==> config.mk <==
export PLATFORM = sky130hd
export DESIGN_NAME = link_ddr_rx_channel_flat
export DESIGN_NICKNAME = d
export VERILOG_FILES = /design/src/rtl/link_ddr_rx_channel_if.sv /design/src/rtl/link_ddr_rx_channel.sv /design/src/flat_wrapper.sv
export SDC_FILE = /design/constraint.sdc
export NUM_CORES = 1
export LEC_CHECK = 0
export BUFFER_PORTS_ARGS = -buffer_cell sky130_fd_sc_hd__buf_2
export CORE_ASPECT_RATIO = 0.9
export CORE_MARGIN = 5
export CORE_UTILIZATION = 55
export DETAILED_ROUTE_END_ITERATION = 10
export PLACE_DENSITY_LB_ADDON = 0.2
export SYNTH_ARGS = -nofsm -noshare
export SYNTH_HDL_FRONTEND = slang
export SYNTH_SLANG_ARGS = --single-unit
==> constraint.sdc <==
create_clock -name clk -period 4.04 [get_ports clk]
set_input_delay 0 -clock clk [delete_from_list [all_inputs] [get_ports clk]]
set_output_delay 0 -clock clk [all_outputs]
set_load 0.005 [all_outputs]
==> src/rtl/link_ddr_rx_channel_if.sv <==
// rtl/link_ddr_rx_channel_if.sv - link-side and core-side signal bundle for one DDR receive channel
interface link_ddr_rx_channel_if #(
  parameter int CHANNEL_WIDTH = 8
);
  logic                       io_valid_pos_i;
  logic [CHANNEL_WIDTH-1:0]   io_data_pos_i;
  logic                       io_valid_neg_i;
  logic [CHANNEL_WIDTH-1:0]   io_data_neg_i;
  logic                       core_valid_o;
  logic [2*CHANNEL_WIDTH-1:0] core_data_o;
  logic                       core_yumi_i;
  logic                       token_o;
  logic                       error_o;

  // Environment side: drives the link phases and the core consume strobe.
  modport master (
    output io_valid_pos_i, io_data_pos_i, io_valid_neg_i, io_data_neg_i, core_yumi_i,
    input  core_valid_o, core_data_o, token_o, error_o
  );

  // Receive channel side.
  modport slave (
    input  io_valid_pos_i, io_data_pos_i, io_valid_neg_i, io_data_neg_i, core_yumi_i,
    output core_valid_o, core_data_o, token_o, error_o
  );
endinterface

==> src/rtl/link_ddr_rx_channel.sv <==
// rtl/link_ddr_rx_channel.sv - DDR link receive channel: phase pairing, credit FIFO, token return; optional error mode via LINK_DDR_RX_ERROR_EN
module link_ddr_rx_channel #(
  parameter int CHANNEL_WIDTH = 8,
  parameter int FIFO_DEPTH    = 64,
  parameter int TOKEN_RATIO   = 8,
  parameter int INIT_CYCLES   = 4
) (
  input  logic                 clk,
  input  logic                 rst,
  link_ddr_rx_channel_if.slave bus
);
  localparam int WW = 2 * CHANNEL_WIDTH;
  localparam int AW = (FIFO_DEPTH > 1) ? $clog2(FIFO_DEPTH) : 1;
  localparam int TW = (TOKEN_RATIO > 1) ? $clog2(TOKEN_RATIO) : 1;
  localparam int IW = (INIT_CYCLES > 1) ? $clog2(INIT_CYCLES) : 1;

  localparam logic [1:0] ST_INIT   = 2'd0;
  localparam logic [1:0] ST_ACTIVE = 2'd1;
`ifdef LINK_DDR_RX_ERROR_EN
  localparam logic [1:0] ST_ERROR  = 2'd2;
`endif

  logic [1:0]    state_q, state_d;
  logic [IW-1:0] init_cnt_q, init_cnt_d;
  logic [AW-1:0] wptr_q, wptr_d;
  logic [AW-1:0] rptr_q, rptr_d;
  logic [AW:0]   count_q, count_d;
  logic [TW-1:0] pop_cnt_q, pop_cnt_d;
  logic          token_q, token_d;
  logic [WW-1:0] mem_q [FIFO_DEPTH];

  logic not_empty;
  logic full;
  logic push_req;
  logic push;
  logic pop;
  logic pop_wrap;

  assign not_empty = (count_q != '0);
  assign full      = (count_q == (AW+1)'(FIFO_DEPTH));
  assign pop       = bus.core_yumi_i & not_empty;
  assign push_req  = (state_q == ST_ACTIVE) & bus.io_valid_pos_i & bus.io_valid_neg_i;
  // A full FIFO still takes a word when the head leaves in the same cycle.
  assign push      = push_req & (~full | pop);
  assign pop_wrap  = pop & (pop_cnt_q == TW'(TOKEN_RATIO - 1));

`ifdef LINK_DDR_RX_ERROR_EN
  logic link_err;
  logic error_q, error_d;
  // Half a word on the link or a word with no room both mean the credit loop is broken.
  assign link_err = (state_q == ST_ACTIVE) &
                    ((bus.io_valid_pos_i ^ bus.io_valid_neg_i) | (push_req & ~push));
  assign error_d  = error_q | link_err;
`endif

  // Channel state: hold off the link during init, then accept pairs.
  always_comb begin
    state_d    = state_q;
    init_cnt_d = init_cnt_q;
    case (state_q)
      ST_INIT: begin
        if (init_cnt_q == IW'(INIT_CYCLES - 1)) begin
          state_d = ST_ACTIVE;
        end else begin
          init_cnt_d = init_cnt_q + 1'b1;
        end
      end
      ST_ACTIVE: begin
`ifdef LINK_DDR_RX_ERROR_EN
        if (link_err) begin
          state_d = ST_ERROR;
        end
`endif
      end
      default: ;
    endcase
  end

  // FIFO pointer/occupancy and credit-token next state.
  always_comb begin
    wptr_d    = push ? wptr_q + 1'b1 : wptr_q;
    rptr_d    = pop  ? rptr_q + 1'b1 : rptr_q;
    count_d   = count_q;
    if (push && !pop) begin
      count_d = count_q + 1'b1;
    end else if (!push && pop) begin
      count_d = count_q - 1'b1;
    end
    pop_cnt_d = pop_cnt_q;
    if (pop) begin
      pop_cnt_d = pop_wrap ? '0 : pop_cnt_q + 1'b1;
    end
    token_d   = token_q ^ pop_wrap;
  end

  // Control registers; buffered words are abandoned on reset.
  always_ff @(posedge clk) begin
    if (rst) begin
      state_q    <= ST_INIT;
      init_cnt_q <= '0;
      wptr_q     <= '0;
      rptr_q     <= '0;
      count_q    <= '0;
      pop_cnt_q  <= '0;
      token_q    <= 1'b0;
    end else begin
      state_q    <= state_d;
      init_cnt_q <= init_cnt_d;
      wptr_q     <= wptr_d;
      rptr_q     <= rptr_d;
      count_q    <= count_d;
      pop_cnt_q  <= pop_cnt_d;
      token_q    <= token_d;
    end
  end

  // Word storage: the neg phase forms the high byte.
  always_ff @(posedge clk) begin
    if (push) begin
      mem_q[wptr_q] <= {bus.io_data_neg_i, bus.io_data_pos_i};
    end
  end

`ifdef LINK_DDR_RX_ERROR_EN
  // Sticky error flag, cleared only by reset.
  always_ff @(posedge clk) begin
    if (rst) begin
      error_q <= 1'b0;
    end else begin
      error_q <= error_d;
    end
  end
  assign bus.error_o = error_q;
`else
  assign bus.error_o = 1'b0;
`endif

  assign bus.core_valid_o = not_empty;
  assign bus.core_data_o  = not_empty ? mem_q[rptr_q] : '0;
  assign bus.token_o      = token_q;
endmodule
==> src/flat_wrapper.sv <==
// flat-port wrapper written by rule: the top's interface ports become plain ports
module link_ddr_rx_channel_flat 
#(
  parameter int CHANNEL_WIDTH = 8,
  parameter int FIFO_DEPTH    = 64,
  parameter int TOKEN_RATIO   = 8,
  parameter int INIT_CYCLES   = 4
)
  (clk, rst, bus_io_valid_pos_i, bus_io_data_pos_i, bus_io_valid_neg_i, bus_io_data_neg_i, bus_core_yumi_i, bus_core_valid_o, bus_core_data_o, bus_token_o, bus_error_o);
  link_ddr_rx_channel_if #(.CHANNEL_WIDTH(CHANNEL_WIDTH)) bus_i ();
  input  logic clk;
  input  logic rst;
  input wire logic [$bits(bus_i.io_valid_pos_i)-1:0] bus_io_valid_pos_i;
  input wire logic [$bits(bus_i.io_data_pos_i)-1:0] bus_io_data_pos_i;
  input wire logic [$bits(bus_i.io_valid_neg_i)-1:0] bus_io_valid_neg_i;
  input wire logic [$bits(bus_i.io_data_neg_i)-1:0] bus_io_data_neg_i;
  input wire logic [$bits(bus_i.core_yumi_i)-1:0] bus_core_yumi_i;
  output wire logic [$bits(bus_i.core_valid_o)-1:0] bus_core_valid_o;
  output wire logic [$bits(bus_i.core_data_o)-1:0] bus_core_data_o;
  output wire logic [$bits(bus_i.token_o)-1:0] bus_token_o;
  output wire logic [$bits(bus_i.error_o)-1:0] bus_error_o;
  assign bus_i.io_valid_pos_i = bus_io_valid_pos_i;
  assign bus_i.io_data_pos_i = bus_io_data_pos_i;
  assign bus_i.io_valid_neg_i = bus_io_valid_neg_i;
  assign bus_i.io_data_neg_i = bus_io_data_neg_i;
  assign bus_i.core_yumi_i = bus_core_yumi_i;
  assign bus_core_valid_o = bus_i.core_valid_o;
  assign bus_core_data_o = bus_i.core_data_o;
  assign bus_token_o = bus_i.token_o;
  assign bus_error_o = bus_i.error_o;
  link_ddr_rx_channel #(.CHANNEL_WIDTH(CHANNEL_WIDTH), .FIFO_DEPTH(FIFO_DEPTH), .TOKEN_RATIO(TOKEN_RATIO), .INIT_CYCLES(INIT_CYCLES)) u_core (.clk(clk), .rst(rst), .bus(bus_i));
endmodule
Word-level counts from Yosys, hierarchy flattened
Memories as Yosys holds them, arrays and structs flattened. A register that Yosys moved wholly into a read port is not among the register bits.
Index checks and enable logic that the tools add are counted.
Widths: inputs -> output; s select.

operators by class
  add/sub/neg operators = 6
  equal/unequal tests = 3
  multiplexer cells = 8
  bitwise logic cells = 9
  reduce and logical (&&, ||, !) cells = 9

operator list
  kind                 count
  $mux 16              1
  $mux 7               2
  $add 6x1->6 const B  2
  $mux 6               2
  $add 7x1->7 const B  1
  $eq 7x7->1 const B   1
  $reduce_bool 7->1    1
  $sub 7x1->7 const B  1
  $and 1x1->1          5
  $reduce_and 2->1     2
  $add 3x1->3 const B  1
  $eq 3x3->1 const B   1
  $mux 3               1
  $add 2x1->2 const B  1
  $eq 2x2->1 const B   1
  $logic_and 1x1->1    2
  $logic_not 1->1      2
  $logic_not 2->1      1
  $mux 1               2
  $not 1->1            2
  $reduce_bool 2->1    1
  $or 1x1->1           1
  $xor 1x1->1          1

storage, ports and cells
  register bits = 26
  memory bits (writable) = 1024
  bits of input ports = 21
  output and inout port bits = 19
  word-level logic and storage cells = 43
  memories kept = 1

memories
  memory        words  width  rd ports  clocked after memory_dff  write ports  line                       text
  u_core.mem_q  64     16     1         1                         1            link_ddr_rx_channel.sv:30  logic [WW-1:0] mem_q [FIFO_DEPTH];

Depth between registers and ports, before layout
Gate-level depths: netlist of the first run.

  depth after elaboration = 8
  gate-level depth with buffers = 11
  depth with buffers taken out = 11

Least setup slack after synthesis of the first run
No wires, ideal clock.

  path kind = register to register
  start = register u_core.count_q[0]
  end = register u_core.count_q[5]
  library setup time = 0.132 ns
  arrival = 2.861 ns
  slack = 1.046 ns
  cell stages (with the launch flop) = 12
  buffers on the path = 0
  cell sequence = dfxtp_1 nor4_2 a21boi_1 inv_1 ha_1 inv_1 ha_1 a21o_1 a21o_1 a21oi_1 nor3_1 or3b_2

between the ends
  word-level cells in the longest chain between the ends = 7

RTL lines
  element                                                              line                        text
  from (decl)                                                          link_ddr_rx_channel.sv:27   logic [AW:0] count_q, count_d;
  from (signal assigned)                                               link_ddr_rx_channel.sv:111  count_q <= count_d;
  parallel branches: the longest is 7 deep, another holds $sub 7x1->7  --

Several ways; the timed one is not identified. The select of a mux whose other input is x is not followed.
A chain may end at the register's enable or synchronous reset.

==> flow_summary.yaml, run 1 <==
final_layout:
  nets: 2105
  antennaDiodeCount: 0
  num-fill-cells: 4960
  area_delta_synth_final_pct: 12.5
  drive_gt1_share_pct: 26.1
  final_util_pct: 62.8
setup_path:
  cp_slowest_cell: "dfxtp_4"
  worstPathCellList: "buf_4, buf_4, mux4_2, a22o_1, a221oi_1, o221ai_1, buf_2"
  r2r-end: "u_core.count_q[6]$_SDFFE_PP0P_"
  worstSetupPathType: "reg -> out"
  r2r_slack_ps: 490
  worstSetupEndpointType: "output port"
  endpoint: "bus_core_data_o[7]"
  cp_common_cell: "buf_4"
  r2r_cells: 11
  slowest_delay_ps: 690
  reg2reg_from: "u_core.state_q[0]$_SDFFE_PP0P_"
  critPathArrivalTime_ps: 3780
  cp_max_fo: 21
  cp-start-kind: "register"
  crit_required_ps: 4040
synth:
  async_flop_share_pct: 0
  ys_ff_latch: 1056
  syn-instance-count: 1899
  syn-num-nets: 1932
  synth-seq-area-share_pct: 76.7
  synthAdderAreaFrac_pct: 0.385
  yosysWarnings: 0
  synth_compound_area_share_pct: 2.84
  synthSimpleGateAreaFrac_pct: 2.82
  synth_edf_count: 1024
  synth_xor_area_share_pct: 0.321
  synth_top_family_by_area: "multiplexers"
  syn_area_um2: 40900
  yosysUniqueCellTypes: 66
  ys.flop_type: "edfxtp_1"
  synth_mux_area_share_pct: 15.3
  synth_area_per_cell_um2: 21.6
sta:
  finalHoldViolations: 0
  fin_skew_ps: 25.1
  fin_tns_setup_ps: 0
  period_share_pct: 93.7
  slew_viol_final: 0
  fmax_mhz: 264
  worst_slew_pin_slew_ps: 1330
  setup_viol: 0
  min_period_ps: 3780
  rsz0062_at_grt: "false"
  relSlewSlack_pct: 11.6
clock_tree:
  cts_tree: "done"
  cts_buffers: 102
  clock_latency_ps: 660
  path_clk_slew_ps: 60
  cts_root_buffer: "clkbuf_16"
  clkSinkCount: 1056
  cts_max_path_buffers: 3
  h-tree-depth: 3
routing:
  drc_errors: 0
  antenna_left: 0
  num_vias: 20400
  wl_um: 98600
  drt-initial-drc-count: 2635
  via_per_inst: 6.54
  routedWlPerCell_um: 31.6
  drt_pass1_iterations: 5
flow_run:
  cap_violations: 0
die:
  die_y_um: 269
  start_util_pct: 55.8
  core-area_um2: 73400
  io_pins: 40
  row_count: 94
  dieArea_um2: 80000
  die_w_um: 298
pwr:
  power_leakage_nw: 14.3
  p_sw_mw: 6.46
  sw_frac_of_total_pct: 24.8
  ir_drop_uv: 425
  clockPowerShare_pct: 36.2
  internal_power_mw: 19.6
  pwr-share-comb_pct: 16.9
  power.density_nw_per_um2: 566
  seqPwrFrac_pct: 46.9
global_routing:
  grt_max_degree: 65
  grt_pass1_vias: 20200
  gr-total-overflow: 0
  grt_usage_pct: 24.7
  grt_pass1_wl_um: 143000
  antenna_found_initial: 3
placement:
  port_buffers: 38
  dp_hpwl_um: 58300
  place.gp.congestion: 0.866
min_path:
  hp-class: "in -> reg"
run_status:
  status: "complete, no violations"
==> logic make-up (layout without fill, tap and decap cells) <==
family,after synthesis,count (layout)
mux,301,301
compound gates,168,168
simple gates,245,245
fa+ha+maj,12,12
flops,1056,1056
xor+xnor,15,15
buf+inv,101,359
other cells,1,1
==> layout make-up <==
| cell class | instances | area [um2] | area share (%) |
|---|---|---|---|
| clock buffers | 131 | 2760 | 5.99 |
| well taps | 960 | 1200 | 2.61 |
| repair buffers | 167 | 1240 | 2.70 |
| multi-input cells | 742 | 8870 | 19.3 |
| flip-flops and latches | 1056 | 31400 | 68.2 |
| clock inverters | 58 | 568 | 1.23 |
| inverters | 3 | 11.3 | 0.0245 |
==> stage by stage <==
step / instance area, um2 / hold WS [ps] / setup WS, ps / std cells / total power [mW]
after CTS: 46100 / 20.9 / 207 / 3117 / 26.2
after global routing: 46100 / 39.4 / 84.3 / 3117 / 27.0
after floorplan: 40900 / 98.9 / 1050 / 1899 / 15.5
final: 46100 / 23.0 / 255 / 3117 / 26.1
after global placement: 42700 / 417 / 503 / 2923 / 16.8
after detailed placement: 42700 / 415 / 518 / 2923 / 16.8
==> cells in the mapped netlist (4+ instances only) <==
cell / instances / area share [%]
nor3_1: 9 / 0.11
edfxtp_1: 1024 / 75
buf_2: 27 / 0.33
o21ai_1: 5 / 0.061
a32oi_1: 4 / 0.086
nand2b_1: 9 / 0.14
and2_1: 5 / 0.076
a22o_1: 6 / 0.13
ha_1: 11 / 0.34
buf_4: 18 / 0.33
o22ai_1: 42 / 0.64
a221oi_1: 8 / 0.17
or3_1: 7 / 0.11
buf_12: 4 / 0.20
mux4_2: 233 / 13
o21ai_0: 25 / 0.31
clkbuf_1: 22 / 0.20
nor2_1: 128 / 1.2
mux2i_1: 42 / 1.0
nor2b_1: 7 / 0.11
nand4_1: 4 / 0.061
nand3b_1: 6 / 0.11
o2111ai_1: 4 / 0.086
nand2_1: 35 / 0.32
or3b_2: 4 / 0.086
mux2_2: 6 / 0.17
o22a_1: 6 / 0.13
xnor2_1: 5 / 0.11
mux4_1: 20 / 1.3
xor2_1: 10 / 0.21
buf_1: 11 / 0.10
or2_2: 4 / 0.061
o221ai_1: 15 / 0.32
buf_6: 16 / 0.44
dfxtp_1: 32 / 1.6
a21oi_1: 19 / 0.23
nand3_1: 12 / 0.15
a22oi_1: 6 / 0.11
==> power by group through the flow <==
stage                     clock network, mW  registers (mW)  logic [mW]
after floorplan                           0            12.3        3.14
after global placement                    0            12.5        4.29
after detailed placement                  0            12.5        4.34
after CTS                              9.57            12.2        4.43
after global routing                   10.1            12.2        4.68
final                                  9.45            12.2        4.40
==> worst max-delay path, delay by kind of cell, from the launching register on <==
family                 cells  cell delay, ps
AOI/OAI and AO/OA          3             740
buffers and inverters      3            1110
DFF                        1             690
muxes                      1             560
==> flip-flops by register name, indices dropped and copies added (netlist names), named ones only <==
signal              cells
u_core.init_cnt_q       2
u_core.mem_q         1024
u_core.wptr_q           6
u_core.rptr_q           6
u_core.pop_cnt_q        3
u_core.bus.token_o      1
u_core.state_q          1
u_core.count_q          7
==> worst min path at each step <==
stage	startpoint	end	slack (ps)	cells past startpoint
floorplan	bus_io_data_pos_i[0]	u_core.mem_q[0][0]$_DFFE_PP_	100	0
finish	bus_io_data_neg_i[4]	u_core.mem_q[63][12]$_DFFE_PP_	20	2
global route	bus_io_data_pos_i[0]	u_core.mem_q[57][0]$_DFFE_PP_	40	2
CTS	bus_io_data_pos_i[6]	u_core.mem_q[32][6]$_DFFE_PP_	20	2
detailed placement	u_core.bus.token_o$_SDFF_PP0_	bus_token_o	420	1
global placement	u_core.bus.token_o$_SDFF_PP0_	bus_token_o	420	1
==> layout by cell type (no fill, tap or decap), types with 24 or more instances in the layout <==
| master | Yosys | layout |
|---|---|---|
| buf_2 | 27 | 38 |
| buf_4 | 18 | 119 |
| clkbuf_1 | 22 | 24 |
| clkbuf_16 | 0 | 106 |
| dfxtp_1 | 32 | 29 |
| edfxtp_1 | 1024 | 1024 |
| mux2i_1 | 42 | 42 |
| mux4_2 | 233 | 233 |
| nand2_1 | 35 | 35 |
| nor2_1 | 128 | 128 |
| o21ai_0 | 25 | 25 |
| o22ai_1 | 42 | 42 |
==> routing by layer <==
| layer | part of all wire [%] | global-route usage [%] |
|---|---|---|
| met1 | 40 | 35.8 |
| met2 | 47 | 39.1 |
| met3 | 9.4 | 5.18 |
| met4 | 2.9 | 7.31 |
| met5 | 0.030 | 0 |
==> repair_timing <==
| action | in CTS | in global routing |
|---|---|---|
| buffers inserted | 1 | 0 |
| hold buffers | 4 | 0 |
| resized for setup | 1 | 0 |
| endpoints found under the setup margin | 2 | 0 |
| hold endpoints to repair | 32 | 0 |
(Power assumes the default switching activity.)
==> run 2, diff against run 1 <==
--- a/config.mk
+++ b/config.mk
@@ -6,6 +6,8 @@
 export NUM_CORES = 1
 export LEC_CHECK = 0
 export BUFFER_PORTS_ARGS = -buffer_cell sky130_fd_sc_hd__buf_2
+export CELL_PAD_IN_SITES_DETAIL_PLACEMENT = 0
+export CELL_PAD_IN_SITES_GLOBAL_PLACEMENT = 1
 export CORE_ASPECT_RATIO = 0.9
 export CORE_MARGIN = 5
 export CORE_UTILIZATION = 55
==> run 2 against run 1 <==
  * First-iteration DRC count is 7.6% lower
  * Global-route usage is 0.12 points higher
  * Flip-flop and latch count unchanged
  * Register-to-register slack worse by 70 ps
  * Worst setup slack better by 60 ps
  * Critical path depth is 1 higher
  * Sequential share of layout area about the same
  * Design area hardly changed
  * Power decreased by 0.72%
  * Hold slack gained 10 ps
  * Clock power shrank 3.7%
  * Critical path type unchanged
  * Largest power group unchanged
==> flow_summary.yaml, run 2 (synthesis results as in run 1) <==
run_status:
  status: "complete, no violations"
global_routing:
  met1_usage_pct: 36.0
  grt_use_met2_pct: 39.4
  grt_pass1_wl_um: 143000
  gr-total-overflow: 0
  busiest_layer: "met2"
  grt_usage_pct: 24.8
  antenna_found_initial: 2
  grt_max_degree: 65
  grtUsageMet3_pct: 5.88
  grt_pass1_vias: 20100
final_layout:
  reg.largest.list: "u_core.mem_q x1024, u_core.count_q x7"
  nets: 2116
  num-fill-cells: 5016
  layout_commonest_cell: "edfxtp_1"
  regArea_um2: 31400
  top_register: "u_core.mem_q"
  area_delta_synth_final_pct: 12.5
  largest_reg_flops: 1024
  drive_gt1_share_pct: 26.3
  final_util_pct: 62.7
  multiInputGateArea_um2: 8900
  fin_area_um2: 46000
  layout_common_cells: "1024 x edfxtp_1, 233 x mux4_2, 128 x nor2_1, 126 x buf_4, 104 x clkbuf_16"
clock_tree:
  cts_buffers: 102
  clkSinkCount: 1056
  clock_latency_ps: 650
  path_clk_slew_ps: 60
  cts_root_buffer: "clkbuf_16"
  cts_max_path_buffers: 3
  h-tree-depth: 3
  cts_tree: "done"
sta:
  worst_slew_pin_slew_ps: 1300
  fin_tns_setup_ps: 0
  setup_viol: 0
  period_share_pct: 92.2
  fmax_mhz: 268
  slew_viol_final: 0
  rsz0062_at_grt: "false"
  relSlewSlack_pct: 13.2
  min_period_ps: 3720
  fin_skew_ps: 15.9
  finalHoldViolations: 0
die:
  io_pins: 40
  die_w_um: 298
  core-area_um2: 73400
  row_count: 94
  start_util_pct: 55.8
  die_y_um: 269
  dieArea_um2: 80000
placement:
  dp_hpwl_um: 59000
  placed_area_um2: 42800
  place.gp.congestion: 0.870
  port_buffers: 38
setup_path:
  cp-start-kind: "register"
  critPathBufInv: 3
  worstSetupEndpointType: "output port"
  worstPathCellList: "buf_12, buf_4, mux4_2, o22ai_1, o21ai_0, nand2_1, o31ai_1, buf_2"
  slowest_delay_ps: 670
  worstSetupPathType: "reg -> out"
  cp_max_fo: 22
  critPathArrivalTime_ps: 3720
  critPathTopFamily: "compound AO/OA/AOI/OAI gates"
  cp_slowest_cell: "dfxtp_4"
  crit_required_ps: 4040
flow_run:
  cap_violations: 0
routing:
  drc_errors: 0
  drt-initial-drc-count: 2434
  routedWlPerCell_um: 31.7
  antenna_left: 0
  via_per_inst: 6.42
  drt_pass1_iterations: 5
  num_vias: 20000
  wl_um: 98800
pwr:
  ir_drop_uv: 350
  power_leakage_nw: 14.3
  power_mw: 25.9
  power.density_nw_per_um2: 562
min_path:
  hp-class: "in -> reg"
-- run 2: power by group --
part	total, mW	switching, mW	internal [mW]	leakage, nW
Combinational	4.57	2.45	2.12	3.27
Sequential	12.2	0.140	12.1	9.46
Clock	9.10	3.87	5.23	1.54
Total	25.9	6.46	19.4	14.3
-- run 2: path summary, 6_finish.rpt --
check                                                       from                               end  slack, ps  cells after the start
worst max-delay path                                    register                bus_core_data_o[3]        320                      8
worst min-delay path                        bus_io_data_neg_i[2]    u_core.mem_q[11][10]$_DFFE_PP_         30                      2
worst max register to register    u_core.count_q[0]$_SDFFE_PP0P_    u_core.count_q[6]$_SDFFE_PP0P_        420                     11
worst min register to register  u_core.pop_cnt_q[1]$_SDFFE_PP0N_  u_core.pop_cnt_q[1]$_SDFFE_PP0N_        460                      2
-- run 2: timing repair --
action	in CTS	in global routing
hold buffers	5	0
hold endpoints to repair	46	0
resized for setup	0	4
endpoints found under the setup margin	0	4
setup buffers	0	1
-- run 2: through the flow --
| step | hold slack, ps | cells | worst slack (ps) |
|---|---|---|---|
| after CTS | 16.0 | 3119 | 162 |
| after detailed placement | 419 | 2933 | 457 |
| after floorplan | 98.9 | 1899 | 1050 |
| after global placement | 419 | 2933 | 613 |
| final | 33.1 | 3121 | 315 |
| after global routing | 33.4 | 3120 | 183 |
-- run 2: layout make-up --
cell class | count | share of cell area (%)
Antenna cell | 1 | 0.00543
Clock buffer | 132 | 5.90
Clock inverter | 49 | 0.978
Inverter | 3 | 0.0245
Multi-Input combinational cell | 742 | 19.3
Sequential cell | 1056 | 68.2
Tap cell | 960 | 2.61
Timing Repair Buffer | 178 | 2.97
-- run 2: layer usage --
layer	vias up	part of all wire (%)
met5	-	0
met4	0	2.5
met3	157	8.7
met2	873	48
met1	10600	41
li1	8374	-
